## config.mk

```make
export PLATFORM = sky130hd
export DESIGN_NAME = e1_frame_align
export DESIGN_NICKNAME = d
export VERILOG_FILES = /design/src/rtl/e1_frame_align.sv
export SDC_FILE = /design/constraint.sdc
export NUM_CORES = 1
export LEC_CHECK = 0
export CAP_MARGIN = 30
export CELL_PAD_IN_SITES_DETAIL_PLACEMENT = 0
export CELL_PAD_IN_SITES_GLOBAL_PLACEMENT = 1
export CORE_MARGIN = 3
export CORE_UTILIZATION = 32
export CTS_BUF_LIST = sky130_fd_sc_hd__clkbuf_8
export CTS_CLUSTER_DIAMETER = 80
export DETAILED_ROUTE_END_ITERATION = 7
export PLACE_DENSITY_LB_ADDON = 0.2
export SYNTH_ARGS = -nofsm -noshare
export SYNTH_HDL_FRONTEND = slang
export SYNTH_SLANG_ARGS = --single-unit
export TNS_END_PERCENT = 100
```

## constraint.sdc

```tcl
create_clock -name clk2 -period 3.2 [get_ports clk2]
set_input_delay 0.32 -clock clk2 [delete_from_list [all_inputs] [get_ports clk2]]
set_output_delay 0.32 -clock clk2 [all_outputs]
set_load 0.01 [all_outputs]
```

## src/rtl/e1_frame_align.sv

```systemverilog
// G.704 E1 basic frame aligner: finds FAS in TS0, confirms via NFAS and a second FAS,
// then tags each delayed bit with timeslot/bit/frame parity and tracks loss of frame.
module e1_frame_align #(
  parameter logic [6:0]  FASPAT = 7'b0011011,
  parameter int unsigned LOFN   = 3
) (
  input  logic       clk2,
  input  logic       rst,
  input  logic       serin,
  output logic       serout,
  output logic [4:0] tsnum,
  output logic [2:0] bitnum,
  output logic       frmodd,
  output logic       lof,
  output logic       fasok,
  output logic       faserr
);

  typedef enum logic [1:0] {SEARCH, CHK_NFAS, CHK_FAS2, SYNC} state_t;

  localparam logic [1:0] LOFN_C = 2'(LOFN);

  state_t     state, state_nx;
  logic [6:0] hist, hist_nx;
  logic [7:0] pos, pos_nx;
  logic       odd, odd_nx;
  logic [1:0] errcnt, errcnt_nx, errcnt_inc;
  logic       match, fas_pt, nfas_pt;
  logic       fasok_nx, faserr_nx, reseed;

  // hist_nx is the 7-bit window ending with the bit arriving this cycle.
  assign hist_nx    = {hist[5:0], serin};
  assign match      = (hist_nx == FASPAT);
  assign fas_pt     = (pos == 8'd7) && !odd;
  assign nfas_pt    = (pos == 8'd1) && odd;
  assign errcnt_inc = errcnt + 2'd1;

  always_comb begin
    // NOTE: every signal gets a default first so no path leaves it unassigned (no latches).
    state_nx  = state;
    errcnt_nx = errcnt;
    fasok_nx  = 1'b0;
    faserr_nx = 1'b0;
    unique case (state)
      SEARCH: begin
        if (match) state_nx = CHK_NFAS;
      end
      CHK_NFAS: begin
        if (nfas_pt) state_nx = serin ? CHK_FAS2 : SEARCH;
      end
      CHK_FAS2: begin
        if (fas_pt) begin
          if (match) begin
            state_nx  = SYNC;
            errcnt_nx = 2'd0;
            fasok_nx  = 1'b1;
          end else begin
            state_nx = SEARCH;
          end
        end
      end
      SYNC: begin
        if (fas_pt) begin
          if (match) begin
            errcnt_nx = 2'd0;
            fasok_nx  = 1'b1;
          end else begin
            faserr_nx = 1'b1;
            errcnt_nx = errcnt_inc;
            if (errcnt_inc == LOFN_C) begin
              state_nx  = SEARCH;
              errcnt_nx = 2'd0;
            end
          end
        end
      end
    endcase
    // A match re-seeds the counters while searching, and also on the cycle a check fails.
    reseed = match && ((state == SEARCH) || (state_nx == SEARCH));
    pos_nx = reseed ? 8'd8 : pos + 8'd1;
    odd_nx = reseed ? 1'b0 : (odd ^ (pos == 8'hff));
  end

  always_ff @(posedge clk2) begin
    // NOTE: sequential state uses non-blocking assignments so all registers update together.
    if (!rst) begin
      state  <= SEARCH;
      hist   <= '0;
      pos    <= '0;
      odd    <= 1'b0;
      errcnt <= '0;
      serout <= 1'b0;
      tsnum  <= '0;
      bitnum <= '0;
      frmodd <= 1'b0;
      lof    <= 1'b1;
      fasok  <= 1'b0;
      faserr <= 1'b0;
    end else begin
      state  <= state_nx;
      hist   <= hist_nx;
      pos    <= pos_nx;
      odd    <= odd_nx;
      errcnt <= errcnt_nx;
      serout <= serin;
      tsnum  <= pos[7:3];
      bitnum <= pos[2:0];
      frmodd <= odd;
      lof    <= (state_nx != SYNC);
      fasok  <= fasok_nx;
      faserr <= faserr_nx;
    end
  end

endmodule

```

Word level (Yosys, flattened, before mapping)
Index checks and enable logic that the tools add are counted.
W data, S select, Z words.
{"block": "op_classes", "n_reduce_logical": 13, "n_eq_ne": 12, "bitwise_logic": 2, "add_sub_neg": 2, "n_mux": 18}
{"cell": "$mux W2", "n": 13}
{"cell": "$add A8 B1 Y8 const B", "n": 1}
{"cell": "$eq A8 B1 Y1 const B", "n": 1}
{"cell": "$eq A8 B3 Y1 const B", "n": 1}
{"cell": "$eq A8 B8 Y1 const B", "n": 1}
{"cell": "$ne A2 B2 Y1 const B", "n": 4}
{"cell": "$pmux W2 S4", "n": 1}
{"cell": "$eq A7 B5 Y1 const B", "n": 1}
{"cell": "$eq A2 B2 Y1 const B", "n": 3}
{"cell": "$reduce_and A3 Y1", "n": 2}
{"cell": "$logic_not A2 Y1", "n": 2}
{"cell": "$mux W4", "n": 1}
{"cell": "$pmux W2 S2", "n": 1}
{"cell": "$reduce_and A4 Y1", "n": 1}
{"cell": "$reduce_or A2 Y1", "n": 2}
{"cell": "$logic_and A1 B1 Y1", "n": 3}
{"cell": "$add A2 B1 Y2 const B", "n": 1}
{"cell": "$eq A2 B1 Y1 const B", "n": 1}
{"cell": "$mux W1", "n": 2}
{"cell": "$reduce_bool A2 Y1", "n": 1}
{"cell": "$logic_not A1 Y1", "n": 1}
{"cell": "$logic_or A1 B1 Y1", "n": 1}
{"cell": "$not A1 Y1", "n": 1}
{"cell": "$xor A1 B1 Y1", "n": 1}
{"block": "word_totals", "ff_bits": 32, "wordCells": 60, "output_inout_bits": 13}

Depth between registers and ports, before layout
{"block": "depth", "depth_word": 10, "depth_mapped": 5}

Least setup slack after synthesis
No wires, ideal clock.
{"block": "synth_timing", "path_kind": "reg2reg", "start": "reg hist[0]", "end": "reg odd", "stages_incl_launch_ff": 5, "t_arrival_ns": 1.415, "synth_period_minus_slack_ns": 1.544, "slack_ns": 1.656, "path_cell_list": "dfxtp_1 nand4b_4 or4b_4 o31ai_4 nor2_1"}
{"block": "synth_via", "elab_chain_len": 8, "word_cells_on_any_way": 11, "cone_classes": "eq/ne (1); mux (6); reduce/logical (4)"}
{"item": "start: declaration", "line": "24", "text": "logic [6:0] hist, hist_nx;"}
{"item": "start signal: assignment", "line": "101", "text": "hist <= hist_nx;"}
{"item": "$eq A7 B5 Y1 (*)", "line": "33", "text": "assign match = (hist_nx == FASPAT);"}
{"item": "$mux W2 (on tied branches)", "line": "64, 53"}
{"item": "$mux W2 (on tied branches)", "line": "63, 52"}
{"item": "$pmux W2 S4", "line": "44", "text": "unique case (state)"}
{"item": "$logic_not A2 Y1", "line": "79", "text": "reseed = match && ((state == SEARCH) || (state_nx == SEARCH));"}
{"item": "$logic_or A1 B1 Y1", "line": "79"}
{"item": "$logic_and A1 B1 Y1 (*)", "line": "79"}
{"item": "$reduce_or A2 Y1 (no line) (*)"}
{"item": "end signal: assignment", "line": "103", "text": "odd <= odd_nx;"}
{"item": "end: declaration", "line": "26", "text": "logic odd, odd_nx;"}
Every way passes the cells marked *; elsewhere a longest branch is shown, timed or not.
A chain may end at the register's enable or synchronous reset.

Worst setup path in the final report
{"block": "layout_timing", "start": "in serin", "end": "reg errcnt[1]"}
{"block": "layout_via", "elab_chain_len": 4, "word_cells_on_any_way": 6, "cone_classes": "eq/ne (2); mux (3); reduce/logical (1)"}
{"item": "start: declaration", "line": "9", "text": "input logic serin,"}
{"item": "$eq A7 B5 Y1 (*)", "line": "33"}
{"item": "$mux W2", "line": "64", "text": "if (match) begin"}
{"item": "$mux W2", "line": "63", "text": "if (fas_pt) begin"}
{"item": "$pmux W2 S2", "line": "44"}
{"item": "end signal: assignment", "line": "104", "text": "errcnt <= errcnt_nx;"}
{"item": "end: declaration", "line": "27", "text": "logic [1:0] errcnt, errcnt_nx, errcnt_inc;"}
Every way passes the cells marked *; elsewhere a longest branch is shown, timed or not. The select of a mux whose other input is x is not followed.

==> flow_metrics.py <==
metrics = {
    "run_status": {
        "status": "completed",
    },
    "grt": {
        "antenna_found_initial": 0,
        "grt_start_max_net_pins": 23,
        "grt_overflow": 0,
        "grt_pass1_wl_mm": 3.629,
        "grt_use_total_pct": 11.36,
        "grt_pass1_vias": 781,
    },
    "floorplanning": {
        "io_pins": 16,
        "initial_core_util_pct": 34.07,
        "die_h_um": 66.30,
        "placementRows": 21,
        "die_w_um": 66.30,
        "core_um2": 3416,
        "die_area_um2": 4396,
    },
    "final_layout": {
        "mostFrequentLayoutCells": "dfxtp_1, clkdlybuf4s50_1, and2_1",
        "synthToLayoutAreaGrowth_pct": 25.48,
        "final_common_cell": "dfxtp_1",
        "fillers": 335,
        "nNetsFinal": 134,
        "fin_util_pct": 42.75,
        "antenna_cells": 0,
        "drive_gt1_share_pct": 9.231,
    },
    "synthesis": {
        "postSynthAreaPerCell_um2": 10.58,
        "synth-edff-count": 0,
        "ys_ff_latch": 31,
        "synthMuxAreaShare_pct": 0,
        "ys.flop_type": "dfxtp_1",
        "synthSimpleGateAreaFrac_pct": 29.46,
        "synth_top_family_by_area": "simple AND/OR/NAND/NOR gates",
        "synth_fa_ha_area_share_pct": 2.151,
        "yosysWarnings": 0,
        "syn_nets": 115,
        "synth-compound-area-share_pct": 7.849,
        "netlist_area_um2": 1164,
        "synth_xor_area_share_pct": 5.269,
        "ys_seq_area_share_pct": 53.33,
        "synth_cell_types": 33,
        "async_flop_share_pct": 0,
        "netlist_instances": 110,
    },
    "clocking": {
        "cts_max_path_buffers": 2,
        "post_cts_resized": 0,
        "path_clk_slew_ns": 0.06,
        "ctsHoldBuffers": 0,
        "cts.sinks": 31,
        "cts-root-buf": "clkbuf_8",
        "cts_setup_buffers": 0,
        "clock_latency_ns": 0.27,
        "htreeDepth": 2,
        "cts_tree": "yes",
        "numCtsBuffers": 5,
    },
    "timing": {
        "min_period_ns": 1.835,
        "relSlewSlack_pct": 50.72,
        "finalCritPeriodShare_pct": 57.34,
        "finalHoldViolCount": 0,
        "slew_viol_final": 0,
        "max_freq_mhz": 545.0,
        "rsz0062_at_grt": "no",
        "finalSetupTns_ns": 0,
        "worstMarginPinSlew_ns": 0.7369,
        "setup_violations": 0,
        "skew_ns": 0.001818,
    },
    "setup_path": {
        "cp.required_ns": 3.36,
        "crit_type": "primary input to register",
        "r2r_end": "errcnt[0]",
        "crit_arrival_ns": 2.00,
        "r2r_cells": 4,
        "r2r_start": "pos[0]",
        "cp_max_fo": 6,
        "reg2reg_slack_ns": 1.48,
        "cp-end-kind": "register",
        "start_kind": "primary input",
    },
    "place": {
        "finalWeightedCongestion": 0.7632,
        "dp_hpwl_mm": 1.479,
        "io_buffers": 15,
    },
    "power_and_ir_drop": {
        "leakagePower_nw": 0.5746,
        "power_density_nw_per_um2": 512.8,
        "ir_drop_mv": 0.2221,
        "finalPower_uw": 748.7,
    },
    "routing": {
        "routed_wl_mm": 2.112,
        "first_pass_iters": 4,
        "drcViolationCount": 0,
        "via_per_inst": 4.778,
        "dr.first_iter.drc_count": 24,
        "wire_per_inst_um": 12.00,
        "num_vias": 841,
        "ant_nets": 0,
    },
    "min_path": {
        "hold_path_depth": 1,
        "hp-class": "register to register",
        "holdPathEnd": "hist[3]",
        "min_from": "hist[2]",
    },
    "run": {
        "cap_violations": 0,
    },
}
==> worst max-delay path: stages <==
cell and delay (ns):
clkdlybuf4s50_1 0.54, nand4b_4 0.12, nor4b_2 0.53, o211ai_1 0.20, a32o_1 0.29
==> routing by layer <==
layer / GRT usage (%) / routed length, um
met4: 4.569 / 17
met2: 16.85 / 997
met5: 0 / 0
met1: 13.89 / 1028
met3: 5.612 / 68
==> cell families (layout without fill, tap and decap cells) <==
logic type	Yosys count	in the layout
AOI/OAI and AO/OA	10	10
xor gates and xnor gates	7	7
DFF	31	31
buffers and inverters	6	26
and+or+nand+nor	54	54
adders and majority gates	2	2
==> final cells by class <==
type | instances | area (um^2) | share of cell area [%]
clock buffers | 7 | 96.34 | 6.598
flip-flops and latches | 31 | 620.6 | 42.50
clock inverters | 1 | 3.754 | 0.2571
repair buffers | 15 | 150.1 | 10.28
inverters | 3 | 11.26 | 0.7712
multi-input cells | 73 | 520.5 | 35.65
well taps | 46 | 57.56 | 3.942
==> sequential cells by signal (all words and copies together) (netlist names) <==
register and cells:
errcnt 2, lof 1, tsnum 5, state 2
odd 1, fasok 1, hist 6, pos 8
frmodd 1, faserr 1, bitnum 3
==> report_power, final <==
group / switching (mW) / internal, mW / leakage (nW) / total, mW
Sequential: 0.00784 / 0.393 / 0.251 / 0.401
Combinational: 0.0135 / 0.0135 / 0.268 / 0.0270
Clock: 0.128 / 0.193 / 0.0557 / 0.321
Total: 0.149 / 0.599 / 0.575 / 0.749
==> per-stage QoR <==
stage / area, um^2 / cells / hold WS, ns / setup WS (ns)
after global routing: 1460 / 176 / 0.5191 / 1.265
final: 1460 / 176 / 0.4875 / 1.365
after floorplan: 1164 / 110 / 0.4314 / 1.656
after global placement: 1360 / 168 / 0.4658 / 1.117
after detailed placement: 1360 / 168 / 0.4758 / 1.059
after CTS: 1460 / 176 / 0.4949 / 1.346
==> synth_stat cells (all sizes together) (2+ instances only) <==
| cell type | count | share of area (%) |
|---|---|---|
| xor2 | 5 | 3.8 |
| ha | 2 | 2.2 |
| nand2 | 4 | 1.3 |
| and4 | 2 | 1.5 |
| nor3 | 5 | 2.2 |
| xnor2 | 2 | 1.5 |
| nand3 | 4 | 1.7 |
| nor4b | 2 | 2.0 |
| nor4 | 2 | 1.1 |
| clkbuf | 2 | 0.65 |
| nand4b | 2 | 2.8 |
| and2 | 15 | 8.2 |
| o211ai | 2 | 1.3 |
| dfxtp | 31 | 53 |
| inv | 3 | 0.97 |
| o21a | 2 | 1.3 |
| nor2 | 10 | 3.2 |
| nand4 | 3 | 1.6 |
==> worst max-delay path by stage <==
stage / slack [ns] / start / depth (start not counted) / endpoint
4_1_cts: 1.35 / serin / 5 / pos[6]
3_3_place_gp: 1.12 / serin / 5 / pos[4]
3_5_place_dp: 1.06 / serin / 5 / pos[6]
6_report: 1.36 / serin / 5 / errcnt[1]
2_1_floorplan: 1.66 / hist[0] / 4 / odd
5_1_grt: 1.27 / serin / 5 / pos[7]
Note: power is estimated with default switching activity, not from simulation.
==> edit 1 (same flow settings) <==
Register the input `serin` before use, with the module's reset. The logic sees it one clock later.
--- a/src/rtl/e1_frame_align.sv
+++ b/src/rtl/e1_frame_align.sv
@@ -20,6 +20,16 @@
 
   localparam logic [1:0] LOFN_C = 2'(LOFN);
 
+  logic serin_q;
+
+  always_ff @(posedge clk2) begin
+    if (!rst) begin
+      serin_q <= '0;
+    end else begin
+      serin_q <= serin;
+    end
+  end
+
   state_t     state, state_nx;
   logic [6:0] hist, hist_nx;
   logic [7:0] pos, pos_nx;
@@ -29,7 +39,7 @@
   logic       fasok_nx, faserr_nx, reseed;
 
   // hist_nx is the 7-bit window ending with the bit arriving this cycle.
-  assign hist_nx    = {hist[5:0], serin};
+  assign hist_nx    = {hist[5:0], serin_q};
   assign match      = (hist_nx == FASPAT);
   assign fas_pt     = (pos == 8'd7) && !odd;
   assign nfas_pt    = (pos == 8'd1) && odd;
@@ -46,7 +56,7 @@
         if (match) state_nx = CHK_NFAS;
       end
       CHK_NFAS: begin
-        if (nfas_pt) state_nx = serin ? CHK_FAS2 : SEARCH;
+        if (nfas_pt) state_nx = serin_q ? CHK_FAS2 : SEARCH;
       end
       CHK_FAS2: begin
         if (fas_pt) begin
@@ -102,7 +112,7 @@
       pos    <= pos_nx;
       odd    <= odd_nx;
       errcnt <= errcnt_nx;
-      serout <= serin;
+      serout <= serin_q;
       tsnum  <= pos[7:3];
       bitnum <= pos[2:0];
       frmodd <= odd;
Formal check against the unedited RTL: not equivalent (a bounded check fails within 4 cycles, from zero or initial values and one cycle with rst low).
==> edit 1 against the original RTL <==
- design area up 4.2%
- clock power up 30%
- utilization up 0.79 points
- total power up 14%
- sequential power up 3%
- sequential share of layout area down 0.40 points
- critical path depth down 1
- critical path type is now reg2reg
- setup slack worse by 23 ps
- synthesized area up 4.6%
- via count down 1.4%
- routed wire length up 7.1%
- sequential cell count up 1
- critical endpoint is now lof
==> edit 1: results (changes against the original RTL) <==
metric,value,unit,change
startpoint types,flip-flop,,was primary input
top sig layer,met4,,unchanged
# hold bufs at CTS,0,,unchanged
WL met1,1100,um,was 1030 um
Hold WC Path Type,reg2reg,,unchanged
share of cells above drive strength 1,0.109,,was 0.0923
worst setup path start,hist[0],,was serin
count of cell types in the netlist,32,,was 33
Hold Path Sink,hist[4],,was hist[3]
gp weighted congestion,0.789,,was 0.763
asr flop ratio synth,0,,unchanged
area post-placement,1400,sq um,was 1360 sq um
Post-synth top cells,"32 x dfxtp_1, 15 x and2_1, 12 x nor2_1",,"was 31 x dfxtp_1, 14 x and2_1, 10 x nor2_1"
vias in the first global route,831,,was 781
DP Worst Slack,1360,ps,was 1060 ps
r2r setup slk,1340,ps,was 1480 ps
antenna violations before repair,0,,unchanged
reg2reg end,lof,,was errcnt[0]
drt total wl,2260,um,was 2110 um
# resized after CTS,0,,unchanged
dpl hpwl,1540,um,was 1480 um
largest net degree at the start of global routing,24,,was 23
hold_sp,hist[3],,was hist[2]
CTS Root Cell,clkbuf_8,,unchanged
CP max FO,9,,was 6
final hold slack,460,ps,was 488 ps
TritonRoute pass-1 iters,4,,unchanged
syn avg cell area,10.2,sq um,was 10.6 sq um
first-pass GRT wire length,3840,um,was 3630 um
Final #Nets,141,,was 134
"slowest stage delay, CP",670,ps,was 540 ps
GRT Resource Usage Total,0.117,,was 0.114
crit path max-delay cell type,or4b_1,,was clkdlybuf4s50_1
clock buffer depth,2,,unchanged
fin cells,183,,was 176
Post-CTS Setup Inserts,0,,unchanged
worst clock skew,5.19,ps,was 1.82 ps
Initial DRC Count,40,,was 24
syn nets,124,,was 115
top post-synthesis cells by area,"dfxtp_1 53%, and2_1 7.7%, nor2_1 3.7%, xnor2_1 3.6%, nand4b_1 2.2%",,"was dfxtp_1 53%, and2_1 7.5%, xor2_1 3.8%, nor2_1 3.2%, ha_1 2.2%"
hold path cells,1,,unchanged
status,completed,,unchanged
Post-DRT Antenna Nets,0,,unchanged
Met2 Routed Length,998,um,was 997 um
register area share after synthesis,0.526,,was 0.533
relative slew slack,0.731,,was 0.507
# fillers,343,,was 335
worst-case reg-to-reg path depth,4,,unchanged
critical path arrival,2020,ps,was 2000 ps
number of buffers created by CTS,5,,unchanged
Clock Latency Late Sink,280,ps,
"Reg clk slew, reported paths",60,ps,about the same
Pleak,0.541,nW,was 0.575 nW
VDD IR max,0.340,mV,was 0.222 mV
vias per cell,4.53,,was 4.78
met3 WL,101,um,was 68 um
## edit 1: worst max path at each step
stage          endpoint  slack, ps  cells past startpoint
6_report            lof       1340                      4
5_1_grt             lof       1180                      4
4_1_cts             lof       1330                      4
3_5_place_dp        lof       1360                      5
3_3_place_gp        lof       1410                      5
2_1_floorplan       lof       1500                      5
## edit 1: routing by layer
layer	vias to the layer above	GRT usage
met5	-	0
met4	0	0.0684
met3	6	0.0499
met2	13	0.166
met1	379	0.144
li1	431	-
## edit 1: cell families after synthesis
kind of cell / after synthesis / synth area share
XOR/XNOR: 7 / 0.0504
adder cells (fa/ha/maj): 2 / 0.0206
buffers and inverters: 11 / 0.0462
AND/OR/NAND/NOR: 55 / 0.274
AO/OA/AOI/OAI: 12 / 0.0822
flip-flops: 32 / 0.526
## edit 1: layout make-up
cell class	instances	area, sq um	area share
Clock buffer	7	96.3	0.0633
Clock inverter	1	30.0	0.0197
Inverter	5	18.8	0.0123
Multi-Input combinational cell	76	520	0.342
Sequential cell	32	641	0.421
Tap cell	46	57.6	0.0378
Timing Repair Buffer	16	158	0.104
## edit 1: critical path, delay by kind of cell (launching register included)
kind | cells | cell delay [ps]
AOI/OAI and AO/OA | 2 | 610
DFF | 1 | 360
and+or+nand+nor | 2 | 780
## edit 1: power by group
| group | total [mW] | switching, mW | internal [mW] |
|---|---|---|---|
| Sequential | 0.412 | 0.00597 | 0.406 |
| Clock | 0.417 | 0.143 | 0.275 |
| Combinational | 0.0277 | 0.0139 | 0.0139 |
==> edit 2 (config.mk and constraints unchanged) <==
Made on the original files. Change the parameter `FASPAT` from 7'b0011011 to 7'b0010100.
--- a/src/rtl/e1_frame_align.sv
+++ b/src/rtl/e1_frame_align.sv
@@ -1,7 +1,7 @@
 // G.704 E1 basic frame aligner: finds FAS in TS0, confirms via NFAS and a second FAS,
 // then tags each delayed bit with timeslot/bit/frame parity and tracks loss of frame.
 module e1_frame_align #(
-  parameter logic [6:0]  FASPAT = 7'b0011011,
+  parameter logic [6:0]  FASPAT = 7'b0010100,
   parameter int unsigned LOFN   = 3
 ) (
   input  logic       clk2,
Check against the original RTL: not equivalent (a bounded check fails within 10 cycles, from zero or initial values and one cycle with rst low).
==> edit 2 against the original RTL <==
- total power shrank 5.7%
- synthesized area is the same
- largest cell class unchanged
- setup slack lost 39 ps
- critical endpoint unchanged
- die area is the same
- routed wire length grew 4.0%
- clock skew grew 2.8 ps
- design area shrank 1.5%
- sequential cell count is the same
==> edit 2: results (changes against the original RTL) <==
metric,value,unit,change
first-pass GRT wire length,3770,um,was 3630 um
placed cell count,180,,was 168
logic gate share of total power,0.038,,was 0.036
count of cell types in the netlist,30,,was 33
Synth Area in Compound Gates,0.0677,,was 0.0785
CTS Root Cell,clkbuf_8,,unchanged
Final #Nets,146,,was 134
warnings from Yosys,0,,unchanged
worst-case reg-to-reg path depth,4,,unchanged
# fillers,368,,was 335
Post-synth top cells,"31 x dfxtp_1, 15 x and2_1, 15 x nor2_1",,"was 31 x dfxtp_1, 14 x and2_1, 10 x nor2_1"
share of cells above drive strength 1,0.0704,,was 0.0923
Top reg by flops,pos,,unchanged
CP Class,reg2reg,,was in2reg
Hold Path Sink,hist[4],,was hist[3]
top post-synthesis cells by area,"dfxtp_1 53%, and2_1 8.1%, nor2_1 4.8%, xnor2_1 4.5%, nand2_1 3.2%",,"was dfxtp_1 53%, and2_1 7.5%, xor2_1 3.8%, nor2_1 3.2%, ha_1 2.2%"
routed len/inst,11.7,um,was 12.0 um
critical path arrival,2080,ps,was 2000 ps
largest net degree at the start of global routing,25,,was 23
crit path max-delay cell type,or4_1,,was clkdlybuf4s50_1
total power,0.706,mW,was 0.749 mW
number of buffers created by CTS,5,,unchanged
hold_sp,hist[3],,was hist[2]
CP max FO,11,,was 6
Synth Instances,122,,was 110
Least-Margin Pin Slew,743,ps,was 737 ps
Pleak,0.497,nW,was 0.575 nW
Synth Area in Adders,0.0215,,unchanged
DP Worst Slack,1200,ps,was 1060 ps
reg2reg start,pos[3],,was pos[0]
GRT Resource Usage Total,0.121,,was 0.114
r2r setup slk,1330,ps,was 1480 ps
"slowest stage delay, CP",540,ps,about the same
VDD IR max,0.157,mV,was 0.222 mV
area post-placement,1360,sq um,about the same
reg2reg end,errcnt[1],,was errcnt[0]
gp weighted congestion,0.701,,was 0.763
# resized after CTS,0,,unchanged
syn nets,127,,was 115
dpl hpwl,1500,um,was 1480 um
switching power total,0.154,mW,was 0.149 mW
vias in the first global route,842,,was 781
Fmax,0.534,GHz,was 0.545 GHz
Initial DRC Count,31,,was 24
Pwr Density,491,nW/um^2,was 513 nW/um^2
final hold slack,451,ps,was 488 ps
status,completed,,unchanged
worst clock skew,4.65,ps,was 1.82 ps
vias,872,,was 841
drt total wl,2200,um,was 2110 um
edit 2: cell count changes in the layout (fill, tap and decap cells not counted), sizes merged, moves of 3 or more:
cell and delta:
nand2b +3, nor3 -3, xor2 -4, nor4 +3, or4 +3, nand2 +6, nor2 +5, xnor2 +4
edit 2: area by class of cell:
type / count / area share
repair buffers: 15 / 0.104
well taps: 46 / 0.0400
clock inverters: 3 / 0.00870
flip-flops and latches: 31 / 0.432
multi-input cells: 85 / 0.359
clock buffers: 5 / 0.0479
inverters: 3 / 0.00783
edit 2: worst max-delay path: cells and delay by family (launching register included):
kind,cells,cell delay [ps]
AO/OA/AOI/OAI,1,180
flip-flops,1,410
AND/OR/NAND/NOR,3,1200
edit 2: metal layers:
metal	wire, um	vias up	GRT usage
met5	0	-	0
met4	23	0	0.0761
met3	105	2	0.0629
met2	1010	14	0.171
met1	1060	404	0.142
li1	-	452	-
